[src/rtl/count_dn16.sv]
// Loadable down-counter/timer with a one-cycle terminal-count pulse.
// Optional autoreload at terminal count: define COUNT_DN16_AUTORELOAD_EN.
module count_dn16 #(
  parameter int WIDTH = 16
) (
  input  logic             clk,
  input  logic             rst,
  input  logic             load_valid,
  output logic             load_ready,
  input  logic [WIDTH-1:0] load_data,
  input  logic             en,
  input  logic             stop,
  output logic [WIDTH-1:0] count,
  output logic             busy,
  output logic             zero,
  output logic             tc
);

  typedef enum logic [1:0] {
    IDLE = 2'd0,
    RUN  = 2'd1,
    DONE = 2'd2
  } state_t;

  state_t           state_q, state_d;
  logic [WIDTH-1:0] count_q, count_d;
  logic             zero_q, zero_d;
  logic             tc_q, tc_d;
  logic             load_acc;
  logic             at_term;

`ifdef COUNT_DN16_AUTORELOAD_EN
  logic [WIDTH-1:0] reload_q, reload_d;
`endif

  assign load_acc = load_valid & load_ready;
  assign at_term  = (state_q == RUN) & en
                  & (count_q == WIDTH'(1));

  always_ff @(posedge clk) begin
    if (rst) state_q <= IDLE;
    else     state_q <= state_d;
  end

  always_comb begin
    state_d = state_q;
    if (stop) begin
      state_d = IDLE;
    end else if (load_acc) begin
      state_d = (load_data != '0) ? RUN : IDLE;
    end else if (at_term) begin
`ifdef COUNT_DN16_AUTORELOAD_EN
      state_d = RUN;
`else
      state_d = DONE;
`endif
    end
  end

  always_comb begin
    busy       = (state_q == RUN);
    load_ready = (state_q != RUN);
    count      = count_q;
    zero       = zero_q;
    tc         = tc_q;
  end

  // Datapath; stop overrides any load or decrement and freezes count.
  always_comb begin
    count_d = count_q;
    tc_d    = 1'b0;
`ifdef COUNT_DN16_AUTORELOAD_EN
    reload_d = reload_q;
`endif
    if (!stop) begin
      if (load_acc) begin
        count_d = load_data;
`ifdef COUNT_DN16_AUTORELOAD_EN
        if (load_data != '0) reload_d = load_data;
`endif
      end else if (at_term) begin
        tc_d = 1'b1;
`ifdef COUNT_DN16_AUTORELOAD_EN
        count_d = reload_q;
`else
        count_d = '0;
`endif
      end else if (state_q == RUN && en) begin
        count_d = count_q - WIDTH'(1);
      end
    end
    zero_d = (count_d == '0);
  end

  always_ff @(posedge clk) begin
    if (rst) begin
      count_q <= '0;
      zero_q  <= 1'b1;
      tc_q    <= 1'b0;
    end else begin
      count_q <= count_d;
      zero_q  <= zero_d;
      tc_q    <= tc_d;
    end
  end

`ifdef COUNT_DN16_AUTORELOAD_EN
  always_ff @(posedge clk) begin
    if (rst) reload_q <= '0;
    else     reload_q <= reload_d;
  end
`endif

endmodule

[config.mk]
export PLATFORM = sky130hd
export DESIGN_NAME = count_dn16
export DESIGN_NICKNAME = d
export VERILOG_FILES = /design/src/rtl/count_dn16.sv
export SDC_FILE = /design/constraint.sdc
export NUM_CORES = 1
export LEC_CHECK = 0
export BUFFER_PORTS_ARGS = -buffer_cell sky130_fd_sc_hd__buf_2
export CORE_AREA = 10 10 66 68
export DETAILED_ROUTE_END_ITERATION = 6
export DIE_AREA = 0 0 76 78
export PLACE_DENSITY_LB_ADDON = 0.15
export SLEW_MARGIN = 20
export SYNTH_ARGS = -nofsm -noshare
export SYNTH_HDL_FRONTEND = slang
export SYNTH_SLANG_ARGS = --single-unit
[constraint.sdc]
create_clock -name clk -period 5 [get_ports clk]
set_input_delay 0 -clock clk [delete_from_list [all_inputs] [get_ports clk]]
set_output_delay 0 -clock clk [all_outputs]
set_load 0.005 [all_outputs]
==> metrics.md <==
| Metric | Value |
|---|---|
| Root cell of the clock tree | sky130_fd_sc_hd__clkbuf_4 |
| Synth unique cells | 54 |
| Maximum fanout encountered on the critical timing path | 8 |
| Post-synthesis register bit count | 20 |
| Buffers plus inverters on the worst setup path | 0 |
| Post-synthesis sequential area ratio | 0.270 |
| Fmax | 405 MHz |
| Area fraction of the dominant cell type after synthesis | 0.270 |
| Tightest slew margin relative to the limit | 0.402 |
| Total via count after detailed routing | 1639 |
| Y dimension of the die | 78 um |
| Die Wd | 76 um |
| Mean number of vias per cell | 6.23 |
| Routed len/inst | 18.9 um |
| Leading post-synthesis cells by cell area | sky130_fd_sc_hd__dfxtp_1, sky130_fd_sc_hd__nor2_1, sky130_fd_sc_hd__nor4_1 |
| Startpoint of the worst register-to-register path | count[6] |
| Kind of cell adding the most delay to the critical path | simple AND/OR/NAND/NOR gates |
| List of cells traversed by the critical path | nor4_4 > nand4_1 > o211ai_1 > and3_1 > a21boi_0 > nand4_1 > o31ai_2 |
| Last weighted congestion value of the routability-driven placer | 0.933 |
| Setup TNS | 0 ps |
| Flip-flop and latch area | 400 um^2 |
| Most common cell type on the critical path | sky130_fd_sc_hd__nand4_1 |
| Violation count after the first detailed-routing iteration | 148 |
| Most used flip-flop cell after synthesis | sky130_fd_sc_hd__dfxtp_1 |
| Detailed-route wire length | 4970 um |
| Leak | 0.716 nW |
| Final hold vios | 0 |
| TritonCTS Buffers | 3 |
| Number of cells on the worst reg-to-reg path | 7 |
| Number of antenna violations at the first check in global routing | 0 |
| Reg-to-reg critical path endpoint | zero |
| Antenna fix cells | 0 |
| Initial cell density of the core | 0.467 |
| Total congestion overflow | 0 |
| Hold-critical path depth | 3 |
| Worst-Skew Late Latency | 300 ps |
| Detailed-placement wirelength estimate | 3820 um |
| Pin slew with the least headroom to its limit | 894 ps |
| Footprint of the multi-input gates | 1020 um^2 |
| CORE AREA | 3180 um^2 |
| Final worst-path cycle share | 0.494 |
| First-pass GRT wire length | 7990 um |
| Max stage delay on crit path | 480 ps |
| Area of the mapped netlist | 1480 um^2 |
| Largest net degree at the start of global routing | 28 |
| DRC violations left | 0 |
| Via count of the first global-routing pass | 1600 |
| Post-CTS resize count | 0 |
| Net count of the mapped netlist | 204 |
| Max VDD drop | 0.100 mV |
| Final max-slew violation count | 0 |
| Cts hold-fix bufs | 2 |
| Critical path endpoint category | flip-flop |
| Average footprint of a synthesized cell | 8.20 um^2 |
| Worst Hold End | count[1] |
| Launch point of the worst hold path | load_data[1] |
| Die ar. | 5930 um^2 |
| Gr usage total | 0.160 |
| Clock sinks | 20 |
| Kind of critical path | reg2reg |
| Yosys warning total | 0 |
| CP max-delay cell | sky130_fd_sc_hd__nor4_4 |
| Fin nets | 241 |
| Setup-violating endpoint count in the final report | 0 |
| Layout cell share with drive strength beyond 1 | 0.276 |
| Layout overhead on the synthesized area | 18.5% |
| Setup slack on the worst flop-to-flop path | 2530 ps |
| Power density over the cells | 230 nW/um^2 |
| Startpoint class of the critical path | flip-flop |
| Row Count | 21 |
| Cell taking the most area after synthesis | sky130_fd_sc_hd__dfxtp_1 |
| Synthesized instance count | 181 |
| H-tree levels | 1 |
| Layout filler cell count | 328 |
| Total power of the final layout | 0.405 mW |
| Post-synth EDFFs | 0 |
| Post-layout minimum cycle time | 2470 ps |
| Arrival time worst endpoint | 2690 ps |
| Clock tree from TritonCTS | yes |
| Number of max-capacitance violations reported | 0 |
| Number of input and output port buffers inserted | 40 |
| Clock-pin slew of the registers on the worst-case setup and hold paths | 130 ps |
| I/O pin count | 41 |
| Worst-case clock buffer depth | 2 |
| Async set-reset flop share out of synthesis | 0 |
| Worst setup skew after layout | 12.6 ps |
| Hold crit path type | in2reg |
| Final antenna-violating net count | 0 |
| WP data required | 5220 ps |
| Setup repair after global routing missed its margin | no |
| Run status | complete, no violations |
| Post-CTS Setup Inserts | 0 |
| Iteration count of the initial detailed-routing pass | 7 |
## routing by layer
| metal | track usage | vias to the layer above | routed length, um |
|---|---|---|---|
| li1 | - | 779 | - |
| met1 | 0.213 | 779 | 2270 |
| met2 | 0.250 | 77 | 2300 |
| met3 | 0.0369 | 4 | 352 |
| met4 | 0.0455 | 0 | 48 |
| met5 | 0 | - | 0 |
## tightest hold or removal path, stage by stage
cell and delay, ps:
sky130_fd_sc_hd__buf_2 90, sky130_fd_sc_hd__a221oi_1 100, sky130_fd_sc_hd__nor2_1 90
## how the worst max path moves through the flow
stage	startpoint	to	slack (ps)	cells after the start
finish	count[6]	zero	2530	7
global route	count[6]	zero	2430	7
CTS	count[6]	zero	2600	7
detailed placement	count[6]	zero	2650	7
global placement	count[4]	zero	2700	7
floorplan	count[4]	zero	2890	7
## cell type report
type / count / share of cell area
tap: 46 / 0.0327
sequential: 20 / 0.228
multi-input combinational: 145 / 0.581
clock buffer: 4 / 0.0206
inverter: 6 / 0.0128
timing repair buffer: 42 / 0.125
## through the flow
step           setup WS (ps)  hold slack [ps]  cells  utilization  cell area (um^2)
2_1_floorplan           2890              146    181            -              1480
3_3_place_gp            2700              305    257        0.536              1700
3_5_place_dp            2650              307    257        0.536              1700
4_1_cts                 2600             14.9    263        0.553              1760
5_1_grt                 2430             20.6    263        0.553              1760
6_report                2530             6.96    263        0.553              1760
## cell families (layout without fill, tap and decap cells)
group                    Yosys count  count (layout)  share of synthesized area
multiplexers                       1               1                    0.00675
AND/OR/NAND/NOR                   91              91                      0.396
buffers and inverters             16              52                     0.0413
AO/OA/AOI/OAI                     51              51                      0.269
adder cells (fa/ha/maj)            2               2                     0.0169
flip-flops                        20              20                      0.270
## power by group
| group | internal (mW) | total [mW] | switching, mW |
|---|---|---|---|
| logic | 0.0519 | 0.123 | 0.0708 |
| registers | 0.168 | 0.185 | 0.0167 |
| clock network | 0.0444 | 0.0970 | 0.0526 |
| total | 0.265 | 0.405 | 0.140 |
## Yosys cell counts, drive strengths merged (2+ instances only)
| cell | count |
|---|---|
| a31oi | 4 |
| nor2 | 17 |
| o31ai | 3 |
| or4 | 2 |
| a21boi | 2 |
| and2 | 6 |
| a2bb2oi | 2 |
| and3 | 2 |
| nand3 | 7 |
| nor4b | 3 |
| a221oi | 6 |
| nor4 | 13 |
| buf | 2 |
| inv | 6 |
| or3 | 5 |
| clkbuf | 8 |
| o21ai | 10 |
| o211ai | 4 |
| ha | 2 |
| nor3 | 2 |
| nand2b | 4 |
| nand4 | 6 |
| nand2 | 15 |
| or2 | 3 |
| a22oi | 4 |
| dfxtp | 20 |
| a21oi | 6 |
| a32oi | 2 |
## layout by cell type (no fill, tap or decap), types with 2 or more instances in the layout
master                          instances
sky130_fd_sc_hd__buf_2                 40
sky130_fd_sc_hd__dfxtp_1               20
sky130_fd_sc_hd__nor2_1                17
sky130_fd_sc_hd__nand2_1               15
sky130_fd_sc_hd__nor4_1                10
sky130_fd_sc_hd__inv_1                  6
sky130_fd_sc_hd__and2_1                 6
sky130_fd_sc_hd__a21oi_1                6
sky130_fd_sc_hd__o21ai_0                6
sky130_fd_sc_hd__nand3_1                6
sky130_fd_sc_hd__a221oi_1               5
sky130_fd_sc_hd__nand4_1                5
sky130_fd_sc_hd__nand2b_1               4
sky130_fd_sc_hd__a31oi_1                4
sky130_fd_sc_hd__o211ai_1               4
sky130_fd_sc_hd__a22oi_1                4
sky130_fd_sc_hd__or3_1                  3
sky130_fd_sc_hd__o21ai_1                3
sky130_fd_sc_hd__nor4b_1                3
sky130_fd_sc_hd__clkbuf_4               3
sky130_fd_sc_hd__or3_4                  2
sky130_fd_sc_hd__or4_1                  2
sky130_fd_sc_hd__nor4_4                 2
sky130_fd_sc_hd__o31ai_1                2
sky130_fd_sc_hd__or2_2                  2
sky130_fd_sc_hd__nor3_2                 2
sky130_fd_sc_hd__and3_1                 2
sky130_fd_sc_hd__a21boi_0               2
sky130_fd_sc_hd__a32oi_1                2
sky130_fd_sc_hd__a2bb2oi_1              2
sky130_fd_sc_hd__ha_1                   2
sky130_fd_sc_hd__dlygate4sd3_1          2
## sequential cells by signal, indices dropped and copies added, names as in the netlist
name     count
state_q      2
tc           1
count       16
zero         1
Power figures use the tool's default switching activity.
